## config.mk

```make
export PLATFORM = sky130hd
export DESIGN_NAME = sonar_sweep_ctrl
export DESIGN_NICKNAME = d
export VERILOG_FILES = /design/src/rtl/sonar_pkg.sv /design/src/rtl/sonar_frame_mux.sv /design/src/rtl/sonar_sweep_ctrl.sv
export SDC_FILE = /design/constraint.sdc
export NUM_CORES = 1
export LEC_CHECK = 0
export ABC_AREA = 1
export BUFFER_PORTS_ARGS = -buffer_cell sky130_fd_sc_hd__buf_2
export CAP_MARGIN = 15
export CORE_UTILIZATION = 40
export CTS_BUF_LIST = sky130_fd_sc_hd__clkbuf_4
export CTS_CLUSTER_DIAMETER = 150
export DETAILED_ROUTE_END_ITERATION = 10
export SETUP_SLACK_MARGIN = 0.15
export SYNTH_ARGS = -nofsm -noshare
export SYNTH_HDL_FRONTEND = slang
export SYNTH_SLANG_ARGS = --single-unit
```

## constraint.sdc

```tcl
create_clock -name clock -period 2.32 [get_ports clock]
set_clock_uncertainty 0.1 [all_clocks]
set_input_delay 0.464 -clock clock [delete_from_list [all_inputs] [get_ports clock]]
set_output_delay 0.464 -clock clock [all_outputs]
set_load 0.005 [all_outputs]
```

## src/rtl/sonar_pkg.sv

```systemverilog
// Shared state encodings, frame character constants and frame geometry
// for the sonar sweep controller.
package sonar_pkg;

  typedef enum logic [3:0] {
    IDLE      = 4'd0,
    POSICIONA = 4'd1,
    MEDE      = 4'd2,
    TX_LOAD   = 4'd3,
    TX_WAIT   = 4'd4,
    PROXIMO   = 4'd5
  } state_e;

  localparam logic [6:0] SEP        = 7'h2C;
  localparam logic [6:0] TERM       = 7'h23;
  localparam logic [6:0] INVALID    = 7'h3F;
  localparam logic [6:0] ASCII_ZERO = 7'h30;

  localparam int FRAME_LEN = 8;
  localparam int IDX_W     = $clog2(FRAME_LEN);

  // Distance reported when a measurement never completes.
  localparam logic [11:0] TIMEOUT_DIST = 12'h999;

endpackage

```

## src/rtl/sonar_frame_mux.sv

```systemverilog
// Maps a frame character index plus the latched BCD angle/distance to the
// 7-bit ASCII character to transmit; non-decimal nibbles become '?'.
module sonar_frame_mux
  import sonar_pkg::*;
(
  input  logic [IDX_W-1:0] idx_i,
  input  logic [11:0]      ang_i,
  input  logic [11:0]      dist_i,
  output logic [6:0]       char_o
);

  function automatic logic [6:0] digit_char(input logic [3:0] nib);
    if (nib > 4'd9) return INVALID;
    return ASCII_ZERO + {3'b000, nib};
  endfunction

  always_comb begin
    char_o = TERM;
    case (idx_i)
      3'd0:    char_o = digit_char(ang_i[11:8]);
      3'd1:    char_o = digit_char(ang_i[7:4]);
      3'd2:    char_o = digit_char(ang_i[3:0]);
      3'd3:    char_o = SEP;
      3'd4:    char_o = digit_char(dist_i[11:8]);
      3'd5:    char_o = digit_char(dist_i[7:4]);
      3'd6:    char_o = digit_char(dist_i[3:0]);
      default: char_o = TERM;
    endcase
  end

endmodule

```

## src/rtl/sonar_sweep_ctrl.sv

```systemverilog
// Servo sweep sequencer: settle, trigger one HC-SR04 measurement, stream an
// 8-char ASCII frame. Optional measurement watchdog: define SONAR_TIMEOUT_EN.
module sonar_sweep_ctrl
  import sonar_pkg::*;
#(
  parameter int N_POS      = 8,
  parameter int POS_W      = 3,
  parameter int T_INTERVAL = 50_000_000,
  parameter int T_TIMEOUT  = 1_500_000
) (
  input  logic             clock,
  input  logic             reset,
  input  logic             ligar,
  input  logic             modo,
  input  logic             pausa,
  input  logic [11:0]      angulo,
  input  logic [11:0]      medida,
  input  logic             medida_pronto,
  input  logic             tx_pronto,
  output logic [POS_W-1:0] posicao,
  output logic             medir,
  output logic             partida,
  output logic [6:0]       dados_ascii,
  output logic             varredura_fim,
  output logic             erro,
  output logic [3:0]       db_estado
);

  localparam int               CNT_W    = $clog2(T_INTERVAL + 1);
  localparam logic [CNT_W-1:0] CNT_LAST = CNT_W'(T_INTERVAL - 1);
  localparam logic [POS_W-1:0] LAST_POS = POS_W'(N_POS - 1);
  localparam logic [IDX_W-1:0] IDX_LAST = IDX_W'(FRAME_LEN - 1);

  if (N_POS < 1 || (2 ** POS_W) < N_POS || T_INTERVAL < 1 || T_TIMEOUT < 1) begin : g_param_check
    $error("sonar_sweep_ctrl: invalid parameter set");
  end

  state_e           state_q, state_d;
  logic [POS_W-1:0] pos_q, pos_d;
  logic             dir_q, dir_d;     // 1 = stepping up
  logic [CNT_W-1:0] cnt_q, cnt_d;
  logic [IDX_W-1:0] idx_q, idx_d;
  logic             medir_q, medir_d;
  logic             vfim_q, vfim_d;
  logic             latch_frame;
  logic             timeout;
  logic [11:0]      ang_q, dist_q;
  logic [6:0]       frame_char;

`ifdef SONAR_TIMEOUT_EN
  localparam int              WD_W    = $clog2(T_TIMEOUT + 1);
  localparam logic [WD_W-1:0] WD_LAST = WD_W'(T_TIMEOUT - 1);

  logic [WD_W-1:0] wd_q;
  logic            erro_q;

  // A pronto arriving on the expiry cycle still counts as a valid measurement.
  assign timeout = (state_q == MEDE) && !medida_pronto && (wd_q == WD_LAST);

  always_ff @(posedge clock) begin
    if (!reset) begin
      wd_q   <= '0;
      erro_q <= 1'b0;
    end else begin
      wd_q <= (state_q == MEDE) ? wd_q + 1'b1 : '0;
      if (state_q == IDLE && ligar) erro_q <= 1'b0;
      else if (timeout)             erro_q <= 1'b1;
    end
  end

  assign erro = erro_q;
`else
  assign timeout = 1'b0;
  assign erro    = 1'b0;
`endif

  always_comb begin
    state_d     = state_q;
    pos_d       = pos_q;
    dir_d       = dir_q;
    cnt_d       = cnt_q;
    idx_d       = idx_q;
    medir_d     = 1'b0;
    vfim_d      = 1'b0;
    latch_frame = 1'b0;
    case (state_q)
      IDLE: begin
        if (ligar) begin
          state_d = POSICIONA;
          pos_d   = '0;
          dir_d   = 1'b1;
          cnt_d   = '0;
        end
      end
      POSICIONA: begin
        if (cnt_q == CNT_LAST) begin
          cnt_d   = '0;
          medir_d = 1'b1;
          state_d = MEDE;
        end else begin
          cnt_d = cnt_q + 1'b1;
        end
      end
      MEDE: begin
        if (medida_pronto || timeout) begin
          latch_frame = 1'b1;
          idx_d       = '0;
          state_d     = TX_LOAD;
        end
      end
      TX_LOAD: state_d = TX_WAIT;
      TX_WAIT: begin
        if (tx_pronto) begin
          if (idx_q == IDX_LAST) begin
            state_d = PROXIMO;
          end else begin
            idx_d   = idx_q + 1'b1;
            state_d = TX_LOAD;
          end
        end
      end
      PROXIMO: begin
        if (!ligar) begin
          state_d = IDLE;
        end else if (pausa) begin
          state_d = PROXIMO;
        end else if (modo && pos_q == LAST_POS) begin
          vfim_d  = 1'b1;
          state_d = IDLE;
        end else begin
          state_d = POSICIONA;
          // Endpoints are left in the opposite direction, so each is visited once per turn.
          if (N_POS > 1) begin
            if (dir_q) begin
              if (pos_q == LAST_POS) begin
                pos_d = pos_q - 1'b1;
                dir_d = 1'b0;
              end else begin
                pos_d = pos_q + 1'b1;
              end
            end else begin
              if (pos_q == '0) begin
                pos_d = pos_q + 1'b1;
                dir_d = 1'b1;
              end else begin
                pos_d = pos_q - 1'b1;
              end
            end
          end
        end
      end
      default: state_d = IDLE;
    endcase
  end

  always_ff @(posedge clock) begin
    if (!reset) begin
      state_q <= IDLE;
      pos_q   <= '0;
      dir_q   <= 1'b1;
      cnt_q   <= '0;
      idx_q   <= '0;
      medir_q <= 1'b0;
      vfim_q  <= 1'b0;
    end else begin
      state_q <= state_d;
      pos_q   <= pos_d;
      dir_q   <= dir_d;
      cnt_q   <= cnt_d;
      idx_q   <= idx_d;
      medir_q <= medir_d;
      vfim_q  <= vfim_d;
    end
  end

  always_ff @(posedge clock) begin
    if (latch_frame) begin
      ang_q  <= angulo;
      dist_q <= medida_pronto ? medida : TIMEOUT_DIST;
    end
  end

  sonar_frame_mux u_frame_mux (
    .idx_i  (idx_q),
    .ang_i  (ang_q),
    .dist_i (dist_q),
    .char_o (frame_char)
  );

  assign posicao       = pos_q;
  assign medir         = medir_q;
  assign partida       = (state_q == TX_LOAD);
  assign dados_ascii   = (state_q == TX_LOAD || state_q == TX_WAIT) ? frame_char : 7'h00;
  assign varredura_fim = vfim_q;
  assign db_estado     = state_q;

endmodule

```

==> metrics.txt, run 1 <==
# TYPE chip_impl_metric gauge
chip_impl_info{name="layout.cells.most_common_list",value="sky130_fd_sc_hd__nand2_1 (107), sky130_fd_sc_hd__nor2_1 (53), sky130_fd_sc_hd__inv_1 (49)"} 1
chip_impl_metric{name="route.vias.total",unit=""} 3217
chip_impl_metric{name="power_frac_seq",unit="%"} 42.5
chip_impl_metric{name="sw_frac_of_total",unit="%"} 35.6
chip_impl_metric{name="hold_violations",unit=""} 0
chip_impl_metric{name="max-slew-margin-rel",unit="%"} 63.9
chip_impl_metric{name="cts_hold_buffers",unit=""} 0
chip_impl_metric{name="timing.fmax",unit="MHz"} 443
chip_impl_metric{name="ports_placed_on_the_boundary",unit=""} 49
chip_impl_metric{name="clock_sink_count",unit=""} 62
chip_impl_metric{name="antenna_found_initial",unit=""} 0
chip_impl_metric{name="synth.avg_cell_area",unit="sq um"} 7.32
chip_impl_metric{name="final_max_slew_viol_count",unit=""} 0
chip_impl_info{name="critPathCaptureType",value="primary output"} 1
chip_impl_metric{name="largest_net_degree_at_the_start_of_global_routing",unit=""} 25
chip_impl_metric{name="netlist_area",unit="sq um"} 3540
chip_impl_metric{name="share_comb_of_total_power",unit="%"} 31.3
chip_impl_metric{name="final_min_period_over_clock_period",unit="%"} 97.3
chip_impl_info{name="most_frequent_standard_cell_in_the_layout_excluding_fill_and_tap_cells",value="sky130_fd_sc_hd__nand2_1"} 1
chip_impl_metric{name="finish.instance_area",unit="sq um"} 4290
chip_impl_info{name="root_buffer",value="sky130_fd_sc_hd__clkbuf_4"} 1
chip_impl_metric{name="initial_core_util",unit="%"} 42.3
chip_impl_metric{name="layout_min_cycle_time",unit="ns"} 2.26
chip_impl_metric{name="sequential_element_share_of_the_synthesized_area",unit="%"} 41.8
chip_impl_metric{name="drc",unit=""} 0
chip_impl_metric{name="seqCellArea",unit="sq um"} 1500
chip_impl_metric{name="syn-instance-count",unit=""} 484
chip_impl_metric{name="critPathMaxFanout",unit=""} 5
chip_impl_metric{name="finalSetupViolCount",unit=""} 0
chip_impl_metric{name="drt_first_iter_violations",unit=""} 126
chip_impl_metric{name="netSwitchingPower",unit="mW"} 1.14
chip_impl_info{name="unrepaired_setup_endpoints_after_global_routing",value="true"} 1
chip_impl_metric{name="cts_buffers",unit=""} 9
chip_impl_metric{name="yosysWarningCount",unit=""} 0
chip_impl_metric{name="grt.overflow.total",unit=""} 0
chip_impl_metric{name="synth-seq-cells",unit=""} 62
chip_impl_metric{name="antenna_cells_inserted",unit=""} 0
chip_impl_metric{name="global_route_wire_length_before_repair",unit="um"} 13800
chip_impl_metric{name="fin_ws",unit="ns"} 0.0624
chip_impl_metric{name="drtAntennaViolNets",unit=""} 0
chip_impl_metric{name="wl_per_cell",unit="um"} 12.5
chip_impl_info{name="crit_path_kind",value="flip-flop to primary output"} 1
chip_impl_metric{name="global_route.usage.total",unit="%"} 19.7
chip_impl_metric{name="dieWidth",unit="um"} 96.1
chip_impl_metric{name="via_per_inst",unit=""} 4.92
chip_impl_metric{name="core-area",unit="sq um"} 8380
chip_impl_metric{name="first_global_vias",unit=""} 3032
chip_impl_metric{name="clock_tree.buffer_depth",unit=""} 2
chip_impl_metric{name="detail_route.first_pass.iterations",unit=""} 4
chip_impl_metric{name="dieArea",unit="sq um"} 9240
chip_impl_metric{name="row_count",unit=""} 33
chip_impl_metric{name="critical_path_arrival",unit="ns"} 1.69
chip_impl_metric{name="number_of_distinct_library_cells_after_synthesis",unit=""} 37
chip_impl_metric{name="num-fill-cells",unit=""} 830
chip_impl_info{name="cts_tree",value="yes"} 1
chip_impl_metric{name="maximum_capacitance_violations",unit=""} 0
chip_impl_metric{name="multiInputGateArea",unit="sq um"} 1940
chip_impl_metric{name="power.share.clock",unit="%"} 26.2
chip_impl_metric{name="final_nets",unit=""} 587
chip_impl_metric{name="power_density",unit="nW/um^2"} 749
chip_impl_metric{name="p_int",unit="mW"} 2.07
chip_impl_metric{name="preCtsSetupSlack",unit="ns"} 0.316
chip_impl_metric{name="worst-slew-pin-transition",unit="ns"} 0.540
chip_impl_metric{name="worst_skew_pair.late_latency",unit="ns"} 0.41
chip_impl_info{name="hold_path.class",value="input port to flip-flop"} 1
chip_impl_metric{name="ctsHtreeMaxLevel",unit=""} 3
chip_impl_info{name="run_status",value="completed"} 1
chip_impl_metric{name="flow.area_growth_from_synthesis",unit="%"} 21.2
chip_impl_metric{name="die_h",unit="um"} 96.1
chip_impl_metric{name="worstPathRequired",unit="ns"} 1.76
chip_impl_info{name="cp-start-kind",value="flip-flop"} 1
chip_impl_metric{name="finalWeightedCongestion",unit=""} 0.883
chip_impl_metric{name="max-vdd-ir-drop",unit="mV"} 0.605
chip_impl_metric{name="final_core_utilization",unit="%"} 51.2
chip_impl_metric{name="power.static_leakage",unit="nW"} 1.77
chip_impl_metric{name="whs",unit="ns"} 0.123
chip_impl_metric{name="routed_wirelength",unit="um"} 8170
chip_impl_metric{name="hpwl_after_detailed_placement",unit="um"} 6020
chip_impl_metric{name="dpl-instance-area",unit="sq um"} 3880
chip_impl_metric{name="clock_transition_at_the_register_clock_pins_on_the_worst_setup_and_hold_paths_after_cts",unit="ns"} 0.10
chip_impl_metric{name="drive_above_1_share",unit="%"} 25.7
chip_impl_metric{name="numPortBuffers",unit=""} 45
## layout make-up
class                           count  area share, %
Inverter                           62           5.83
Clock buffer                       11           1.92
Clock inverter                      5           1.72
Multi-Input combinational cell    352           45.1
Timing Repair Buffer               57           7.43
Tap cell                          105           3.06
Sequential cell                    62           34.9
## Yosys cell counts
| cell type | n | area (sq um) |
|---|---|---|
| sky130_fd_sc_hd__buf_2 | 3 | 15.0 |
| sky130_fd_sc_hd__xnor2_1 | 6 | 52.6 |
| sky130_fd_sc_hd__clkbuf_1 | 3 | 11.3 |
| sky130_fd_sc_hd__nand3b_1 | 2 | 15.0 |
| sky130_fd_sc_hd__a31o_2 | 1 | 8.76 |
| sky130_fd_sc_hd__nand2_2 | 2 | 12.5 |
| sky130_fd_sc_hd__xor2_1 | 5 | 43.8 |
| sky130_fd_sc_hd__o21ai_1 | 1 | 5.00 |
| sky130_fd_sc_hd__nor4b_1 | 1 | 8.76 |
| sky130_fd_sc_hd__dfxtp_1 | 38 | 761 |
| sky130_fd_sc_hd__o21ai_2 | 1 | 8.76 |
| sky130_fd_sc_hd__nand4_1 | 7 | 43.8 |
| sky130_fd_sc_hd__o211ai_1 | 2 | 15.0 |
| sky130_fd_sc_hd__nor3_1 | 7 | 35.0 |
| sky130_fd_sc_hd__nor2_4 | 1 | 11.3 |
| sky130_fd_sc_hd__or2_1 | 1 | 6.26 |
| sky130_fd_sc_hd__o21bai_1 | 3 | 22.5 |
| sky130_fd_sc_hd__a21oi_1 | 34 | 170 |
| sky130_fd_sc_hd__o21ai_0 | 30 | 150 |
| sky130_fd_sc_hd__nand2_4 | 1 | 11.3 |
| sky130_fd_sc_hd__conb_1 | 1 | 3.75 |
| sky130_fd_sc_hd__nor2_1 | 57 | 214 |
| sky130_fd_sc_hd__a221oi_1 | 2 | 17.5 |
| sky130_fd_sc_hd__inv_1 | 59 | 221 |
| sky130_fd_sc_hd__nor4_1 | 1 | 6.26 |
| sky130_fd_sc_hd__o21a_1 | 4 | 30.0 |
| sky130_fd_sc_hd__or2_0 | 1 | 6.26 |
| sky130_fd_sc_hd__nand2_1 | 116 | 435 |
| sky130_fd_sc_hd__inv_4 | 2 | 12.5 |
| sky130_fd_sc_hd__buf_4 | 4 | 30.0 |
| sky130_fd_sc_hd__nor2_2 | 5 | 31.3 |
| sky130_fd_sc_hd__nor3_4 | 1 | 16.3 |
| sky130_fd_sc_hd__edfxtp_1 | 24 | 721 |
| sky130_fd_sc_hd__or2_2 | 8 | 50.1 |
| sky130_fd_sc_hd__ha_1 | 12 | 150 |
| sky130_fd_sc_hd__nand3_1 | 37 | 185 |
| sky130_fd_sc_hd__inv_2 | 1 | 3.75 |
## worst paths after layout
kind                startpoint        endpoint  slack (ns)  cells past startpoint
setup reg to reg  db_estado[2]       cnt_q[25]        0.42                      7
hold reg to reg       cnt_q[1]        cnt_q[1]        0.39                      2
hold / removal       angulo[4]        ang_q[4]        0.12                      1
setup / recovery      idx_q[0]  dados_ascii[0]        0.06                      8
## flip-flops by register name, indices dropped and copies added (netlist names)
signal,flops
varredura_fim,1
idx_q,3
medir,1
cnt_q,26
posicao,3
dist_q,12
db_estado,3
ang_q,12
dir_q,1
## critical path, cell delays in order (launching register included)
cell                      delay (ns)
sky130_fd_sc_hd__dfxtp_4        0.40
sky130_fd_sc_hd__ha_4           0.18
sky130_fd_sc_hd__ha_4           0.16
sky130_fd_sc_hd__nor2_4         0.09
sky130_fd_sc_hd__nand2_2        0.07
sky130_fd_sc_hd__o21ai_1        0.09
sky130_fd_sc_hd__nor2_1         0.05
sky130_fd_sc_hd__a21oi_1        0.13
sky130_fd_sc_hd__buf_2          0.14
## power groups by stage
stage	clock network, mW	logic (mW)	registers, mW
floorplan	0	0.637	1.32
global route	0.922	1.13	1.38
CTS	0.876	0.944	1.36
detailed placement	0	0.856	1.36
finish	0.843	1.01	1.37
global placement	0	0.853	1.36
## repair_timing
| action | CTS | global route |
|---|---|---|
| pin swaps | 11 | 10 |
| gates resized for setup | 49 | 27 |
| buffers inserted | 3 | 5 |
| endpoints found under the setup margin | 5 | 5 |
## metal layers
layer | vias to the layer above | GRT usage [%] | wire [um]
met3 | 10 | 4.82 | 392
met5 | - | 0 | 0
met2 | 58 | 33.2 | 3850
met4 | 0 | 8.21 | 119
li1 | 1697 | - | -
met1 | 1452 | 23.8 | 3800
## kinds of logic after synthesis
logic type               count (synthesis)  synth area share, %
AND/OR/NAND/NOR                        248                 30.7
AO/OA/AOI/OAI                           78                 12.1
buffers and inverters                   72                 8.30
flip-flops                              62                 41.8
adder cells (fa/ha/maj)                 12                 4.24
XOR/XNOR                                11                 2.72
other                                    1                0.106
## per-stage QoR
stage	instances	TNS, ns	power (mW)
floorplan	486	0	1.96
global placement	630	0	2.21
detailed placement	630	0	2.22
CTS	649	0	3.18
global route	654	-0.114	3.44
finish	654	0	3.22
(Power assumes the default switching activity.)
==> run 2: changes to the inputs <==
Settings changed: BUFFER_PORTS_ARGS -buffer_cell sky130_fd_sc_hd__buf_2 to default, DONT_BUFFER_PORTS from default to 1, PLACE_DENSITY from default to 0.58.
==> run 2 against run 1 <==
  * Clock power up 1%
  * Via count is 3.0% lower
  * Clock-buffer cell count decreased by 1
  * Non-clock buffer count fell by 47
  * Sequential power is essentially flat
  * Total power grew 0.39%
  * Combinational power barely moved
  * Utilization shrank 2.6 points
  * Hold slack worse by 0.073 ns
  * Sequential share of layout area is 1.9 points higher
==> metrics.txt, run 2 (synthesis gave the netlist of run 1 again) <==
# TYPE chip_impl_metric gauge
chip_impl_metric{name="drtAntennaViolNets",unit=""} 0
chip_impl_metric{name="flow.area_growth_from_synthesis",unit="%"} 15.0
chip_impl_metric{name="final_max_slew_viol_count",unit=""} 0
chip_impl_metric{name="slowest_delay",unit="ns"} 0.41
chip_impl_metric{name="antenna_cells_inserted",unit=""} 0
chip_impl_metric{name="via_per_inst",unit=""} 5.14
chip_impl_metric{name="initial_core_util",unit="%"} 42.3
chip_impl_metric{name="setup-tns-final",unit="ns"} 0
chip_impl_info{name="cpLargestDelayFamily",value="simple AND/OR/NAND/NOR gates"} 1
chip_impl_metric{name="r2r_slack",unit="ns"} 0.45
chip_impl_info{name="largestRegisters",value="cnt_q: 26 flops, ang_q: 12 flops, dist_q: 12 flops"} 1
chip_impl_metric{name="timing.fmax",unit="MHz"} 464
chip_impl_metric{name="final_nets",unit=""} 540
chip_impl_metric{name="layout_min_cycle_time",unit="ns"} 2.16
chip_impl_metric{name="timing.reg2reg.worst_path_depth",unit=""} 10
chip_impl_metric{name="largest_net_degree_at_the_start_of_global_routing",unit=""} 25
chip_impl_metric{name="worstPathRequired",unit="ns"} 1.76
chip_impl_metric{name="worst_skew_pair.late_latency",unit="ns"} 0.40
chip_impl_info{name="cp_cell_sequence",value="inv_4 -> ha_4 -> nand2_2 -> inv_2 -> o21ai_2 -> nand3_2 -> nor3_4 -> nor2_2"} 1
chip_impl_metric{name="grt.overflow.total",unit=""} 0
chip_impl_metric{name="antenna_found_initial",unit=""} 0
chip_impl_metric{name="drc",unit=""} 0
chip_impl_metric{name="numPortBuffers",unit=""} 0
chip_impl_metric{name="number_of_flip_flops_under_the_largest_register_name",unit=""} 26
chip_impl_metric{name="first_global_vias",unit=""} 2957
chip_impl_info{name="critPathCaptureType",value="primary output"} 1
chip_impl_info{name="worstReg2RegEnd",value="cnt_q[22]"} 1
chip_impl_info{name="cp-start-kind",value="flip-flop"} 1
chip_impl_metric{name="whs",unit="ns"} 0.0494
chip_impl_metric{name="global_route_wire_length_before_repair",unit="um"} 13500
chip_impl_metric{name="critPathMaxFanout",unit=""} 4
chip_impl_metric{name="max-vdd-ir-drop",unit="mV"} 0.350
chip_impl_info{name="unrepaired_setup_endpoints_after_global_routing",value="true"} 1
chip_impl_metric{name="detail_route.first_pass.iterations",unit=""} 4
chip_impl_info{name="run_status",value="completed"} 1
chip_impl_info{name="crit_path_end",value="dados_ascii[1]"} 1
chip_impl_metric{name="drive_above_1_share",unit="%"} 19.5
chip_impl_info{name="root_buffer",value="sky130_fd_sc_hd__clkbuf_4"} 1
chip_impl_metric{name="clock_transition_at_the_register_clock_pins_on_the_worst_setup_and_hold_paths_after_cts",unit="ns"} 0.10
chip_impl_metric{name="cts_buffers",unit=""} 9
chip_impl_metric{name="power.static_leakage",unit="nW"} 1.58
chip_impl_metric{name="num-fill-cells",unit=""} 849
chip_impl_metric{name="wl_per_cell",unit="um"} 13.8
chip_impl_metric{name="ports_placed_on_the_boundary",unit=""} 49
chip_impl_metric{name="final_core_utilization",unit="%"} 48.6
chip_impl_metric{name="clock_sink_count",unit=""} 62
chip_impl_metric{name="routed_wirelength",unit="um"} 8370
chip_impl_metric{name="power_density",unit="nW/um^2"} 792
chip_impl_metric{name="critical_path_buf_inv_count",unit=""} 2
chip_impl_metric{name="drt_first_iter_violations",unit=""} 117
chip_impl_metric{name="global_route.usage.total",unit="%"} 19.3
chip_impl_metric{name="die_h",unit="um"} 96.1
chip_impl_metric{name="core-area",unit="sq um"} 8380
chip_impl_metric{name="dieWidth",unit="um"} 96.1
chip_impl_metric{name="crit_cells",unit=""} 8
chip_impl_info{name="layout.cells.most_common_list",value="sky130_fd_sc_hd__nand2_1 (108), sky130_fd_sc_hd__nor2_1 (50), sky130_fd_sc_hd__inv_1 (49)"} 1
chip_impl_metric{name="hold_violations",unit=""} 0
chip_impl_info{name="crit_path_kind",value="flip-flop to primary output"} 1
chip_impl_metric{name="whs_path_depth",unit=""} 0
chip_impl_info{name="hold_path.class",value="input port to flip-flop"} 1
chip_impl_info{name="max_flop_register",value="cnt_q"} 1
chip_impl_info{name="crit_slowest_cell",value="sky130_fd_sc_hd__dfxtp_4"} 1
chip_impl_metric{name="final_min_period_over_clock_period",unit="%"} 92.9
chip_impl_info{name="cts_tree",value="yes"} 1
chip_impl_metric{name="hpwl_after_detailed_placement",unit="um"} 5880
chip_impl_metric{name="critical_path_arrival",unit="ns"} 1.59
chip_impl_info{name="worstSetupStartpoint",value="idx_q[0]"} 1
chip_impl_info{name="r2r_start",value="cnt_q[0]"} 1
chip_impl_metric{name="route.vias.total",unit=""} 3121
chip_impl_metric{name="clock_tree.buffer_depth",unit=""} 2
chip_impl_metric{name="dieArea",unit="sq um"} 9240
chip_impl_metric{name="maximum_capacitance_violations",unit=""} 0
chip_impl_metric{name="row_count",unit=""} 33
chip_impl_info{name="most_frequent_standard_cell_in_the_layout_excluding_fill_and_tap_cells",value="sky130_fd_sc_hd__nand2_1"} 1
chip_impl_metric{name="finalSetupViolCount",unit=""} 0
chip_impl_metric{name="finalWeightedCongestion",unit=""} 0.873
chip_impl_metric{name="ctsHtreeMaxLevel",unit=""} 3
-- run 2: worst register-to-register path, stage by stage, from the launching register on --
cell and delay (ns):
sky130_fd_sc_hd__dfxtp_1 0.38, sky130_fd_sc_hd__ha_1 0.22, sky130_fd_sc_hd__nand3_1 0.10, sky130_fd_sc_hd__nor2_2 0.29, sky130_fd_sc_hd__nand3_1 0.20, sky130_fd_sc_hd__inv_1 0.15, sky130_fd_sc_hd__nand2_1 0.09, sky130_fd_sc_hd__nor2_1 0.09
sky130_fd_sc_hd__nand2_1 0.05, sky130_fd_sc_hd__nand2_1 0.06, sky130_fd_sc_hd__nor2_1 0.03
-- run 2: layout make-up --
class                      count  area [sq um]  share of cell area, %
clock buffer                  10          75.1                   1.84
clock inverter                 6          86.3                   2.12
inverter                      62           245                   6.02
multi-input combinational    352          1960                   48.0
sequential                    62          1500                   36.9
tap                          105           131                   3.22
timing repair buffer          10          77.6                   1.90
-- run 2: power breakdown --
| part | internal [mW] | switching, mW | total, mW |
|---|---|---|---|
| logic | 0.332 | 0.672 | 1.00 |
| clock network | 0.447 | 0.405 | 0.852 |
| registers | 1.26 | 0.113 | 1.37 |
-- run 2: repair_timing --
item,CTS,global route
endpoints found under the hold margin,0,1
hold buffers,0,1
setup buffers,2,2
resized for setup,40,33
pin swaps,11,14
setup endpoints to repair,5,5
-- run 2: metrics by stage --
| step | power [mW] | std cells | area, sq um | setup WS, ns |
|---|---|---|---|---|
| 2_1_floorplan | 1.96 | 486 | 3550 | 0.170 |
| 6_report | 3.23 | 607 | 4070 | 0.164 |
| 5_1_grt | 3.42 | 607 | 4070 | 0.0484 |
| 4_1_cts | 3.12 | 604 | 3960 | 0.146 |
| 3_3_place_gp | 2.16 | 586 | 3660 | 0.450 |
| 3_5_place_dp | 2.16 | 586 | 3660 | 0.416 |
-- run 2: layer usage --
metal	wire length (um)	part of all wire [%]	global-route usage [%]	vias up
met5	0	0	0	-
met4	130	1.6	6.34	0
met3	397	4.7	5.37	13
met2	3910	47	32.3	75
met1	3930	47	23.7	1428
li1	-	-	-	1605
-- run 2: worst min-delay path by stage --
stage / startpoint / end
2_1_floorplan: cnt_q[1] / cnt_q[1]
3_3_place_gp: cnt_q[1] / cnt_q[1]
3_5_place_dp: cnt_q[1] / cnt_q[1]
4_1_cts: angulo[4] / ang_q[4]
5_1_grt: angulo[0] / ang_q[0]
6_report: angulo[6] / ang_q[6]
==> run 3: changes to the inputs <==
Settings changed: REMOVE_ABC_BUFFERS from default to 1.
==> run 3 against run 2 <==
  * Setup slack improved by 0.00094 ns
  * Non-clock buffer count unchanged
  * Maximum frequency about the same
  * Clock power increased by 11%
  * Combinational power about the same
  * Global-route usage decreased by 0.29 points
  * Hold slack got worse by 0.0067 ns
  * Die area unchanged
  * Cell area decreased by 0.18%
  * Routed wire length decreased by 4.7%
==> metrics.txt, run 3 (synthesis gave the netlist of run 1 again) <==
# TYPE chip_impl_metric gauge
chip_impl_info{name="run_status",value="completed"} 1
chip_impl_info{name="cp_cell_sequence",value="inv_4 -> ha_4 -> nand2_4 -> inv_2 -> nand2_1 -> nand2_1 -> a221oi_2 -> a21oi_2"} 1
chip_impl_metric{name="netSwitchingPower",unit="mW"} 1.15
chip_impl_metric{name="power_frac_seq",unit="%"} 41.6
chip_impl_info{name="hold_path.class",value="input port to flip-flop"} 1
chip_impl_metric{name="drc",unit=""} 0
chip_impl_info{name="worstReg2RegEnd",value="cnt_q[22]"} 1
chip_impl_metric{name="dieArea",unit="sq um"} 9240
chip_impl_metric{name="p_int",unit="mW"} 2.14
chip_impl_metric{name="critical_path_arrival",unit="ns"} 1.59
chip_impl_metric{name="share_comb_of_total_power",unit="%"} 29.7
chip_impl_metric{name="drtAntennaViolNets",unit=""} 0
chip_impl_metric{name="clock_transition_at_the_register_clock_pins_on_the_worst_setup_and_hold_paths_after_cts",unit="ns"} 0.11
chip_impl_metric{name="route.vias.total",unit=""} 3062
chip_impl_metric{name="global_route.usage.total",unit="%"} 19.0
chip_impl_metric{name="clock_sink_count",unit=""} 62
chip_impl_metric{name="power.static_leakage",unit="nW"} 1.57
chip_impl_metric{name="fin_cells",unit=""} 607
chip_impl_metric{name="ports_placed_on_the_boundary",unit=""} 49
chip_impl_info{name="worst_path_most_repeated_cell",value="sky130_fd_sc_hd__nand2_1"} 1
chip_impl_metric{name="die_h",unit="um"} 96.1
chip_impl_metric{name="global_route_wire_length_before_repair",unit="um"} 13300
chip_impl_metric{name="final_nets",unit=""} 540
chip_impl_metric{name="max-vdd-ir-drop",unit="mV"} 0.370
chip_impl_info{name="root_buffer",value="sky130_fd_sc_hd__clkbuf_4"} 1
chip_impl_metric{name="clock_tree.buffer_depth",unit=""} 2
chip_impl_metric{name="preCtsSetupSlack",unit="ns"} 0.390
chip_impl_metric{name="drt_first_iter_violations",unit=""} 129
chip_impl_metric{name="ctsHtreeMaxLevel",unit=""} 3
chip_impl_metric{name="first_global_vias",unit=""} 2827
chip_impl_metric{name="initial_core_util",unit="%"} 42.3
chip_impl_info{name="cp-start-kind",value="flip-flop"} 1
chip_impl_metric{name="flow.area_growth_from_synthesis",unit="%"} 14.8
chip_impl_metric{name="timing.fmax",unit="MHz"} 464
chip_impl_metric{name="power_density",unit="nW/um^2"} 809
chip_impl_info{name="r2r_start",value="cnt_q[0]"} 1
chip_impl_metric{name="maximum_capacitance_violations",unit=""} 0
chip_impl_metric{name="finalWeightedCongestion",unit=""} 0.907
chip_impl_metric{name="number_of_flip_flops_under_the_largest_register_name",unit=""} 26
chip_impl_info{name="most_frequent_standard_cell_in_the_layout_excluding_fill_and_tap_cells",value="sky130_fd_sc_hd__nand2_1"} 1
chip_impl_metric{name="dpl-instance-area",unit="sq um"} 3660
chip_impl_info{name="cts_tree",value="yes"} 1
chip_impl_metric{name="largest_net_degree_at_the_start_of_global_routing",unit=""} 25
chip_impl_metric{name="finish.instance_area",unit="sq um"} 4070
chip_impl_metric{name="via_per_inst",unit=""} 5.04
chip_impl_metric{name="worst_skew_pair.late_latency",unit="ns"} 0.40
chip_impl_metric{name="finalSetupViolCount",unit=""} 0
chip_impl_metric{name="antenna_cells_inserted",unit=""} 0
chip_impl_metric{name="antenna_found_initial",unit=""} 0
chip_impl_metric{name="wl_per_cell",unit="um"} 13.1
chip_impl_metric{name="sw_frac_of_total",unit="%"} 35.1
chip_impl_metric{name="num-fill-cells",unit=""} 847
chip_impl_metric{name="grt.overflow.total",unit=""} 0
chip_impl_metric{name="power.share.clock",unit="%"} 28.7
chip_impl_metric{name="numPortBuffers",unit=""} 0
chip_impl_metric{name="whs_path_depth",unit=""} 0
chip_impl_metric{name="critPathMaxFanout",unit=""} 4
chip_impl_metric{name="hold_violations",unit=""} 0
chip_impl_metric{name="row_count",unit=""} 33
chip_impl_metric{name="detail_route.first_pass.iterations",unit=""} 6
chip_impl_metric{name="hpwl_after_detailed_placement",unit="um"} 6020
chip_impl_info{name="min_to",value="ang_q[4]"} 1
chip_impl_info{name="largestRegisters",value="cnt_q: 26 flops, ang_q: 12 flops, dist_q: 12 flops"} 1
chip_impl_info{name="crit_path_kind",value="flip-flop to primary output"} 1
chip_impl_metric{name="dieWidth",unit="um"} 96.1
chip_impl_metric{name="fin_ws",unit="ns"} 0.165
chip_impl_metric{name="layout_min_cycle_time",unit="ns"} 2.16
chip_impl_metric{name="timing.reg2reg.worst_path_depth",unit=""} 10
chip_impl_metric{name="final_min_period_over_clock_period",unit="%"} 92.9
chip_impl_metric{name="slowest_delay",unit="ns"} 0.42
chip_impl_metric{name="worstPathRequired",unit="ns"} 1.76
chip_impl_metric{name="cts_hold_buffers",unit=""} 0
chip_impl_info{name="min_from",value="angulo[4]"} 1
chip_impl_info{name="critPathCaptureType",value="primary output"} 1
chip_impl_metric{name="cts_buffers",unit=""} 9
chip_impl_info{name="crit_slowest_cell",value="sky130_fd_sc_hd__dfxtp_4"} 1
chip_impl_info{name="max_flop_register",value="cnt_q"} 1
chip_impl_metric{name="r2r_slack",unit="ns"} 0.46
chip_impl_info{name="layout.cells.most_common_list",value="sky130_fd_sc_hd__nand2_1 (108), sky130_fd_sc_hd__nor2_1 (51), sky130_fd_sc_hd__inv_1 (48)"} 1
chip_impl_metric{name="drive_above_1_share",unit="%"} 18.5
chip_impl_metric{name="placedCellCount",unit=""} 585
chip_impl_metric{name="core-area",unit="sq um"} 8380
chip_impl_metric{name="setup-tns-final",unit="ns"} 0
chip_impl_metric{name="routed_wirelength",unit="um"} 7980
chip_impl_metric{name="final_max_slew_viol_count",unit=""} 0
chip_impl_info{name="unrepaired_setup_endpoints_after_global_routing",value="true"} 1
run 3: cell types whose count changed in the layout (fill, tap and decap cells not counted), moves of 2 or more:
cell / before / now
sky130_fd_sc_hd__o21ai_1: 1 / 8
sky130_fd_sc_hd__o21ai_0: 23 / 19
sky130_fd_sc_hd__o21ai_2: 8 / 5
sky130_fd_sc_hd__clkinv_1: 0 / 2
sky130_fd_sc_hd__dfxtp_2: 1 / 3
sky130_fd_sc_hd__dfxtp_4: 5 / 3
sky130_fd_sc_hd__inv_6: 0 / 2
sky130_fd_sc_hd__nand3_1: 35 / 37
sky130_fd_sc_hd__nand3_2: 2 / 0
sky130_fd_sc_hd__nor2_2: 11 / 9
sky130_fd_sc_hd__nor3_2: 0 / 2
run 3: per-stage QoR:
stage | utilization, % | hold slack, ns | total power, mW
6_report | 48.5 | 0.0427 | 3.29
5_1_grt | 48.5 | 0.00472 | 3.51
4_1_cts | 47.5 | 0.0196 | 3.22
3_5_place_dp | 43.6 | 0.381 | 2.16
3_3_place_gp | 43.6 | 0.375 | 2.15
2_1_floorplan | - | 0.362 | 1.93
run 3: critical path, delay by kind of cell, from the launching register on:
family                   cells  cell delay [ns]
adder cells (fa/ha/maj)      1             0.18
AO/OA/AOI/OAI                2             0.32
buffers and inverters        2             0.10
flip-flops                   1             0.42
AND/OR/NAND/NOR              3             0.17
run 3: repair_timing:
item / in CTS / in global routing
resized for setup: 47 / 25
buffers inserted: 2 / 4
setup endpoints to repair: 5 / 5
pin swaps: 9 / 14
run 3: routing by layer:
| layer | track usage (%) | wire length (um) |
|---|---|---|
| met1 | 22.7 | 3580 |
| met2 | 33.3 | 3930 |
| met3 | 5.61 | 406 |
| met4 | 4.10 | 59 |
| met5 | 0 | 0 |
run 3: layout make-up:
| cell class | count | area, sq um | area share [%] |
|---|---|---|---|
| Clock buffer | 9 | 67.6 | 1.66 |
| Inverter | 62 | 248 | 6.09 |
| Clock inverter | 7 | 111 | 2.74 |
| Tap cell | 105 | 131 | 3.23 |
| Timing Repair Buffer | 10 | 75.1 | 1.85 |
| Sequential cell | 62 | 1500 | 36.8 |
| Multi-Input combinational cell | 352 | 1940 | 47.6 |
run 3: power by group through the flow:
stage / sequential, mW / combinational [mW] / clock, mW
after floorplan: 1.34 / 0.587 / 0
after global placement: 1.36 / 0.800 / 0
after detailed placement: 1.36 / 0.797 / 0
after CTS: 1.36 / 0.890 / 0.975
after global routing: 1.38 / 1.11 / 1.02
final: 1.37 / 0.978 / 0.944
run 3: worst max-delay path by stage:
stage | startpoint | end | slack [ns] | depth (start not counted)
3_5_place_dp | db_estado[1] | dados_ascii[3] | 0.39 | 6
5_1_grt | idx_q[0] | dados_ascii[2] | 0.07 | 8
3_3_place_gp | db_estado[1] | dados_ascii[0] | 0.41 | 6
2_1_floorplan | db_estado[1] | ang_q[0] | 0.16 | 2
4_1_cts | idx_q[0] | dados_ascii[1] | 0.15 | 8
6_report | idx_q[1] | dados_ascii[3] | 0.16 | 8
